<file path="config.mk">
export PLATFORM = sky130hd
export DESIGN_NAME = cte_stream_ctrl
export DESIGN_NICKNAME = d
export VERILOG_FILES = /design/src/rtl/cte_stream_ctrl.sv
export SDC_FILE = /design/constraint.sdc
export NUM_CORES = 1
export LEC_CHECK = 0
export ABC_AREA = 1
export CAP_MARGIN = 20
export CORE_MARGIN = 2
export CORE_UTILIZATION = 53
export DETAILED_ROUTE_END_ITERATION = 10
export PLACE_DENSITY = 0.81
export SKIP_LAST_GASP = 1
export SLEW_MARGIN = 20
export SYNTH_ARGS = -nofsm -noshare
export SYNTH_HDL_FRONTEND = slang
export SYNTH_SLANG_ARGS = --single-unit
</file>
<file path="constraint.sdc">
create_clock -name clk -period 7.05 [get_ports clk]
set_clock_uncertainty 0.1 [all_clocks]
set_input_delay 1.0575 -clock clk [delete_from_list [all_inputs] [get_ports clk]]
set_output_delay 1.0575 -clock clk [all_outputs]
set_load 0.03 [all_outputs]
</file>
<file path="src/rtl/cte_stream_ctrl.sv">
// Streams a pixel buffer from source memory through the colour-transform engine
// and writes each engine result to destination memory, one command at a time.
module cte_stream_ctrl #(
  parameter int AW  = 12,
  parameter int LW  = 12,
  parameter int TMO = 64
) (
  input  logic          clk,
  input  logic          reset,
  input  logic          start,
  input  logic          mode,
  input  logic [LW-1:0] len,
  input  logic [AW-1:0] src_base,
  input  logic [AW-1:0] dst_base,
  output logic          busy,
  output logic          done,
  output logic          err,
  output logic          src_rd_en,
  output logic [AW-1:0] src_addr,
  input  logic [23:0]   src_rdata,
  output logic          dst_wr_en,
  output logic [AW-1:0] dst_addr,
  output logic [23:0]   dst_wdata,
  output logic          cte_op_mode,
  output logic          cte_in_en,
  output logic [7:0]    cte_yuv_in,
  output logic [23:0]   cte_rgb_in,
  input  logic          cte_busy,
  input  logic          cte_out_valid,
  input  logic [23:0]   cte_rgb_out,
  input  logic [7:0]    cte_yuv_out
);
  localparam int TW = $clog2(TMO + 1);

  typedef enum logic [1:0] {IDLE, RUN, DRAIN, DONE} state_t;
  state_t state_reg, state_next;

  logic          mode_reg, op_mode_reg, err_reg, timeout;
  logic [LW-1:0] len_reg, fetched_reg, issued_reg, issued_inc;
  logic [LW:0]   exp_out_reg, out_cnt_reg, exp_out_next;
  logic [AW-1:0] src_base_reg, dst_base_reg;
  logic [TW-1:0] tmo_cnt_reg;
  logic [23:0]   fifo_mem [2];
  logic [23:0]   head;
  logic          wr_ptr_reg, rd_ptr_reg, inflight_reg;
  logic [1:0]    fifo_cnt_reg;
  logic          dst_wr_en_reg;
  logic [AW-1:0] dst_addr_reg;
  logic [23:0]   dst_wdata_reg;
  logic          len_zero, len_bad;

  assign len_zero     = (len == '0);
  assign len_bad      = mode ? len[0] : (len[1:0] != 2'b00);
  assign exp_out_next = mode ? {len, 1'b0} : ({1'b0, len} >> 1);
  assign issued_inc   = issued_reg + LW'(1);
  assign head         = fifo_mem[rd_ptr_reg];

  // Reads in flight count against FIFO space so at most two words are ever outstanding.
  assign src_rd_en = (state_reg == RUN) && (fetched_reg < len_reg) &&
                     ((fifo_cnt_reg + {1'b0, inflight_reg}) < 2'd2);
  assign src_addr  = src_base_reg + AW'(fetched_reg);
  assign cte_in_en = (state_reg == RUN) && (fifo_cnt_reg != 2'd0) && !cte_busy;

  assign busy        = (state_reg == RUN) || (state_reg == DRAIN);
  assign done        = (state_reg == DONE);
  assign err         = err_reg;
  assign cte_op_mode = op_mode_reg;
  assign cte_yuv_in  = head[7:0];
  assign cte_rgb_in  = head;
  assign dst_wr_en   = dst_wr_en_reg;
  assign dst_addr    = dst_addr_reg;
  assign dst_wdata   = dst_wdata_reg;

  always_comb begin
    state_next = state_reg;
    timeout    = 1'b0;
    case (state_reg)
      IDLE:  if (start) state_next = (len_zero || len_bad) ? DONE : RUN;
      RUN:   if (cte_in_en && (issued_inc == len_reg)) state_next = DRAIN;
      DRAIN: begin
        if (out_cnt_reg == exp_out_reg) begin
          state_next = DONE;
        end else if (!cte_out_valid && (tmo_cnt_reg == TW'(TMO - 1))) begin
          state_next = DONE;
          timeout    = 1'b1;
        end
      end
      DONE:    state_next = IDLE;
      default: state_next = IDLE;
    endcase
  end

  always_ff @(posedge clk or posedge reset) begin
    if (reset) begin
      state_reg     <= IDLE;
      mode_reg      <= 1'b0;
      op_mode_reg   <= 1'b0;
      err_reg       <= 1'b0;
      len_reg       <= '0;
      exp_out_reg   <= '0;
      src_base_reg  <= '0;
      dst_base_reg  <= '0;
      fetched_reg   <= '0;
      issued_reg    <= '0;
      out_cnt_reg   <= '0;
      tmo_cnt_reg   <= '0;
      fifo_mem[0]   <= '0;
      fifo_mem[1]   <= '0;
      wr_ptr_reg    <= 1'b0;
      rd_ptr_reg    <= 1'b0;
      fifo_cnt_reg  <= '0;
      inflight_reg  <= 1'b0;
      dst_wr_en_reg <= 1'b0;
      dst_addr_reg  <= '0;
      dst_wdata_reg <= '0;
    end else begin
      state_reg     <= state_next;
      inflight_reg  <= src_rd_en;
      dst_wr_en_reg <= 1'b0;
      if (state_reg == IDLE) begin
        if (start) begin
          mode_reg     <= mode;
          op_mode_reg  <= mode;
          len_reg      <= len;
          exp_out_reg  <= exp_out_next;
          src_base_reg <= src_base;
          dst_base_reg <= dst_base;
          err_reg      <= !len_zero && len_bad;
          fetched_reg  <= '0;
          issued_reg   <= '0;
          out_cnt_reg  <= '0;
          tmo_cnt_reg  <= '0;
          wr_ptr_reg   <= 1'b0;
          rd_ptr_reg   <= 1'b0;
          fifo_cnt_reg <= '0;
        end
      end else begin
        if (src_rd_en) fetched_reg <= fetched_reg + LW'(1);
        if (inflight_reg) begin
          fifo_mem[wr_ptr_reg] <= src_rdata;
          wr_ptr_reg           <= !wr_ptr_reg;
        end
        if (cte_in_en) begin
          rd_ptr_reg <= !rd_ptr_reg;
          issued_reg <= issued_inc;
        end
        fifo_cnt_reg <= fifo_cnt_reg + {1'b0, inflight_reg} - {1'b0, cte_in_en};

        if (cte_out_valid) begin
          tmo_cnt_reg <= TW'(1);
          if (out_cnt_reg < exp_out_reg) begin
            dst_wr_en_reg <= 1'b1;
            dst_addr_reg  <= dst_base_reg + AW'(out_cnt_reg);
            dst_wdata_reg <= mode_reg ? {16'b0, cte_yuv_out} : cte_rgb_out;
            out_cnt_reg   <= out_cnt_reg + (LW + 1)'(1);
          end else begin
            err_reg <= 1'b1;
          end
        end else if (state_reg == DRAIN) begin
          tmo_cnt_reg <= tmo_cnt_reg + TW'(1);
        end
        // The drain timer measures idle cycles from the most recent input as well.
        if (cte_in_en) tmo_cnt_reg <= TW'(1);
        if (timeout) err_reg <= 1'b1;
      end
    end
  end
endmodule

</file>
==> results.yml, run 1 <==
status:
  status: "finished, final reports clean"
die:
  die_y_um: 142.7
  core_area_mm2: 0.01877
  rows: 50
  die_w_um: 142.7
  pin_count: 185
  die_area_mm2: 0.02036
  initial_utilization_pct: 54.31
cts:
  cts.repair.resized: 0
  hold_buffers: 0
  ctsRootBufferMaster: "clkbuf_16"
  numCtsBuffers: 17
  cts_tree: "yes"
  clk_pin_slew_ps: 70
  numClockSinks: 187
  cts_max_path_buffers: 2
  h-tree-depth: 4
  post-cts-setup-buffers: 0
  insertion_delay_ps: 430
pwr:
  leakage_uw: 0.006096
  power_uw: 5791
  p_per_area_mw_per_mm2: 455.9
  vdd_ir_drop_max_uv: 250.4
final_layout:
  final_cells: 1646
  antenna_cells: 0
  final_core_util_pct: 67.68
  area_growth_pct: 24.61
  final_area_mm2: 0.01270
  fin_nets: 1556
  largest_reg_flops: 48
  drive_above_1_share_pct: 6.091
  register_area_mm2: 0.004681
  multi_input_area_mm2: 0.004781
  fillers: 1582
synth:
  synth.distinct_cells: 39
  yosysTopAreaCellShare_pct: 45.91
  yosys-top-cells-area: "dfrtp_1 (46%), nand2_1 (13%), o21ai_0 (7.0%)"
  synth_flop_cell: "dfrtp_1"
  synth_cells: 1240
  yosysWarnings: 0
  synth_nets: 1397
  synth_edf_count: 0
  syn_avg_cell_area_um2: 8.221
  ys_seq_area_share_pct: 45.91
  synth-async-reset-ratio_pct: 100.0
  synth_largest_area_cell: "dfrtp_1"
  netlist_area_mm2: 0.01019
  ys_ff_latch: 187
route:
  via_count: 8758
  drt_iter0_drc: 595
  drc: 0
  drt-total-wl_um: 24260
  final_antenna_net_count: 0
  via_per_inst: 5.321
  drtPass1Iterations: 5
  wire_per_inst_um: 14.74
setup_path:
  arrival_ps: 3120
  r2r-start: "state_reg[0]"
  worst_setup_path_start_kind: "flop"
  crit_path_end_kind: "primary output"
  worst-r2r-setup-slack_ps: 3320
  r2r_cells: 8
  worst-path-stages: 11
  path_max_fanout: 6
  cp_data_required_time_ps: 5890
  worst-path-buf-inv: 3
  path_cells: "ha_1 > inv_1 > fa_1 > inv_1 > a31oi_1 > o21ai_0 > a21oi_1 > nor2_1 > nor2_1 > xnor2_1 > clkdlybuf4s50_1"
  reg2reg_to: "out_cnt_reg[8]"
  crit_slowest_cell: "clkdlybuf4s50_1"
  path_class: "flop to primary output"
  max_stage_delay_ps: 680
  cp_top_family: "buffers and inverters"
run:
  cap_violations: 0
global_route:
  grt_max_degree: 96
  gr-usage-all-layers_pct: 24.35
  antenna_found_initial: 0
  grt-ovfl-total: 0
  grt_pass1_vias: 8215
  grt_pass1_wl_um: 39530
place:
  dpl.cell_count: 1614
  dpl.hpwl_um: 17530
  io_buffer_count: 184
  gp_congestion: 0.8769
  placed_area_mm2: 0.01214
timing:
  worstMarginPinSlew_ps: 878.0
  setup_viol: 0
  rsz0062_at_grt: "no"
  max_freq_mhz: 233.8
  tns_ps: 0
  relSlewSlack_pct: 41.38
  finalCritPeriodShare_pct: 60.67
  finalMaxSlewViolations: 0
  finalWorstPathRequiredPeriod_ps: 4277
  hold_violations: 0
hold_path:
  holdCritPathClass: "flop to flop"
  min_delay_worst_endpoint: "dst_wdata[20]"
  min_from: "dst_wdata[20]"
  min_path_cells: 2
[where the power goes]
group | internal [uW] | leakage (uW) | switching (uW) | total [uW]
Combinational | 1190 | 0.00345 | 1850 | 3040
Sequential | 1520 | 0.00237 | 319 | 1840
Clock | 475 | 0.000278 | 445 | 920
[layout by cell type, fill, tap and decap left out, types with 2 or more instances in the layout]
cell type,n
nand2_1,345
clkbuf_16,17
xor2_1,37
nand2_2,5
o21bai_1,4
nand3_1,79
nor2_1,53
mux2_2,24
clkdlybuf4s50_1,184
xnor2_1,10
nor2_4,3
or2_2,12
a21oi_1,39
inv_8,3
a21o_1,2
a31oi_1,2
inv_6,6
o22ai_1,19
dfrtp_1,186
o2111ai_1,2
clkinv_4,4
o21ai_0,143
fa_1,2
ha_1,57
o21ai_1,4
inv_1,130
nor3_1,10
nand4_1,4
a211oi_1,2
buf_4,5
nor4_1,6
[worst min-delay path, cell delays in order (launching register included)]
cell and delay [ps]:
dfrtp_1 340, nand2_1 50, nand2_1 50
[cell families after synthesis]
group,synth area share [%]
AND/OR/NAND/NOR,21.36
buffers and inverters,7.217
adder cells (fa/ha/maj),7.389
XOR/XNOR,4.038
AO/OA/AOI/OAI,11.44
flip-flops,45.91
multiplexers,2.651
[how the worst max path moves through the flow]
stage / from / endpoint / slack, ps
2_1_floorplan: reset / cte_op_mode / 810
3_3_place_gp: fetched_reg[0] / src_addr[8] / 3250
3_5_place_dp: fetched_reg[0] / src_addr[8] / 3220
4_1_cts: fetched_reg[0] / src_addr[8] / 2760
5_1_grt: fetched_reg[0] / src_addr[8] / 2470
6_report: fetched_reg[0] / src_addr[8] / 2770
[cell usage after synthesis (2+ instances only)]
| library cell | number |
|---|---|
| nand2_1 | 346 |
| dfrtp_1 | 187 |
| o21ai_0 | 143 |
| inv_1 | 131 |
| nand3_1 | 79 |
| ha_1 | 57 |
| nor2_1 | 53 |
| a21oi_1 | 39 |
| xor2_1 | 37 |
| clkbuf_1 | 27 |
| mux2_2 | 24 |
| o22ai_1 | 19 |
| buf_2 | 12 |
| or2_2 | 12 |
| nor3_1 | 10 |
| xnor2_1 | 10 |
| buf_4 | 8 |
| nor4_1 | 6 |
| nand2_2 | 4 |
| nand4_1 | 4 |
| o21ai_1 | 4 |
| o21bai_1 | 4 |
| nor2_4 | 3 |
| a211oi_1 | 2 |
| a21o_1 | 2 |
| a31oi_1 | 2 |
| fa_1 | 2 |
| o2111ai_1 | 2 |
[cell type report]
type	instances	share of cell area, %
tap	234	2.305
multi-input combinational	871	37.64
clock buffer	18	3.457
clock inverter	14	0.9850
timing repair buffer	189	14.80
inverter	133	3.970
sequential	187	36.85
[metrics by stage]
| stage | hold WS, ps | setup slack [ps] |
|---|---|---|
| after floorplan | 347.6 | 807.1 |
| after global placement | 358.8 | 3249 |
| after detailed placement | 364.1 | 3221 |
| after CTS | 382.7 | 2759 |
| after global routing | 401.1 | 2473 |
| final | 378.2 | 2773 |
[layer usage]
metal / track usage [%] / vias up / wire, um
li1: - / 4364 / -
met1: 32.35 / 4109 / 10920
met2: 40.23 / 238 / 11550
met3: 3.991 / 47 / 1135
met4: 9.432 / 0 / 653
met5: 0 / - / 0
(Power assumes the default switching activity.)
==> run 2: changes to the inputs <==
Settings changed: CORE_UTILIZATION 53 to 48, PLACE_DENSITY 0.81 to 0.77.
Clock period 7.05 ns to 3.61 ns, I/O delays scaled along.
==> results.yml, run 2 (synthesis gave the netlist of run 1 again) <==
timing:
  finalCritPeriodShare_pct: 93.46
  worstMarginPinSlew_ps: 797.8
  setup_viol: 0
  hold_violations: 0
  tns_ps: 0
  rsz0062_at_grt: "yes"
  max_freq_mhz: 296.4
  layout_setup_ws_ps: 236.1
  finalMaxSlewViolations: 0
  finalWorstPathRequiredPeriod_ps: 3374
  relSlewSlack_pct: 46.81
route:
  wire_per_inst_um: 14.83
  drt_iter0_drc: 670
  drtPass1Iterations: 6
  drt-total-wl_um: 25120
  final_antenna_net_count: 0
  via_per_inst: 5.182
  drc: 0
  via_count: 8779
final_layout:
  final_core_util_pct: 61.57
  fin_nets: 1563
  multi_input_area_mm2: 0.004778
  most-common-layout-cells: "nand2_1 (346), dfrtp_1 (187), clkdlybuf4s50_1 (179)"
  register_area_mm2: 0.004679
  fillers: 1851
  area_growth_pct: 26.56
  largest_reg_flops: 48
  final_cells: 1694
  antenna_cells: 0
  final_common_cell: "nand2_1"
  drive_above_1_share_pct: 6.413
setup_path:
  cp_data_required_time_ps: 2970
  arrival_ps: 2730
  path_max_fanout: 6
  crit_path_end_kind: "primary output"
  worst_setup_path_start_kind: "flop"
  worst-r2r-setup-slack_ps: 700
  path_class: "flop to primary output"
global_route:
  grt-ovfl-total: 0
  gr-usage-all-layers_pct: 22.71
  grt_pass1_wl_um: 40770
  grt_max_degree: 56
  grt_pass1_vias: 8312
  antenna_found_initial: 0
pwr:
  internal-power_uw: 6467
  comb_power_share_pct: 52.0
  p_switching_uw: 5096
  clkPwrFrac_pct: 17.5
  p_per_area_mw_per_mm2: 896.2
  switching_share_pct: 44.07
  power_uw: 11560
  leakage_uw: 0.006200
  p_seq_share_pct: 30.6
  vdd_ir_drop_max_uv: 576.7
cts:
  ctsRootBufferMaster: "clkbuf_16"
  cts_tree: "yes"
  cts_max_path_buffers: 2
  numCtsBuffers: 17
  post-cts-setup-buffers: 0
  h-tree-depth: 4
  clk_pin_slew_ps: 70
  numClockSinks: 187
  insertion_delay_ps: 430
  hold_buffers: 0
status:
  status: "finished, final reports clean"
place:
  gp_congestion: 0.9078
  dp_slack_ps: 301.9
  dpl.cell_count: 1662
  dpl.hpwl_um: 18270
  io_buffer_count: 184
die:
  rows: 53
  core_area_mm2: 0.02096
  die_area_mm2: 0.02242
  die_y_um: 149.7
  initial_utilization_pct: 48.64
  die_w_um: 149.7
  pin_count: 185
run:
  cap_violations: 0
hold_path:
  holdCritPathClass: "flop to flop"
[run 2: cell type report]
| class | instances | area share (%) |
|---|---|---|
| multi-input cells | 871 | 37.04 |
| flip-flops and latches | 187 | 36.27 |
| repair buffers | 196 | 15.21 |
| inverters | 133 | 3.899 |
| clock buffers | 17 | 3.297 |
| well taps | 275 | 2.667 |
| clock inverters | 15 | 1.620 |
[run 2: critical path, stage by stage (launching register included)]
cell and delay (ps):
dfrtp_1 460, ha_1 390, nand2_1 90, nand2_1 50, a31oi_1 290, o21ai_0 150, xor2_1 180, clkdlybuf4s50_1 700
[run 2: layer usage]
layer	up-vias	share of wire [%]	track usage (%)
li1	4383	-	-
met1	4106	46	31.30
met2	245	47	36.77
met3	45	4.2	3.232
met4	0	2.3	8.160
met5	-	0	0
[run 2: per-stage QoR]
stage / hold slack, ps / area (um^2)
floorplan: 347.6 / 10200
global placement: 359.1 / 12260
detailed placement: 362.0 / 12260
CTS: 383.9 / 12890
global route: 399.7 / 12900
finish: 381.5 / 12900
[run 2: timing repair]
item,CTS,global route
resized for setup,2,4
pin swaps,0,0
endpoints found under the setup margin,2,4
[run 2: path summary, 6_finish.rpt]
check	from	endpoint	cells past startpoint
setup reg to reg	state_reg[0]	out_cnt_reg[10]	8
max in group asynchronous	reset	dst_addr[1]	3
min in group asynchronous	reset	fifo_mem[4]	2
hold / removal	dst_wdata[20]	dst_wdata[20]	2
hold reg to reg	dst_wdata[20]	dst_wdata[20]	2
setup / recovery	fetched_reg[2]	src_addr[5]	7
[run 2: power groups by stage]
| stage | clock network (uW) | registers (uW) | logic, uW |
|---|---|---|---|
| 3_5_place_dp | 0 | 3570 | 6010 |
| 6_report | 2020 | 3540 | 6010 |
| 5_1_grt | 2150 | 3640 | 6610 |
| 4_1_cts | 2060 | 3530 | 6040 |
| 3_3_place_gp | 0 | 3540 | 5890 |
| 2_1_floorplan | 0 | 3790 | 3770 |
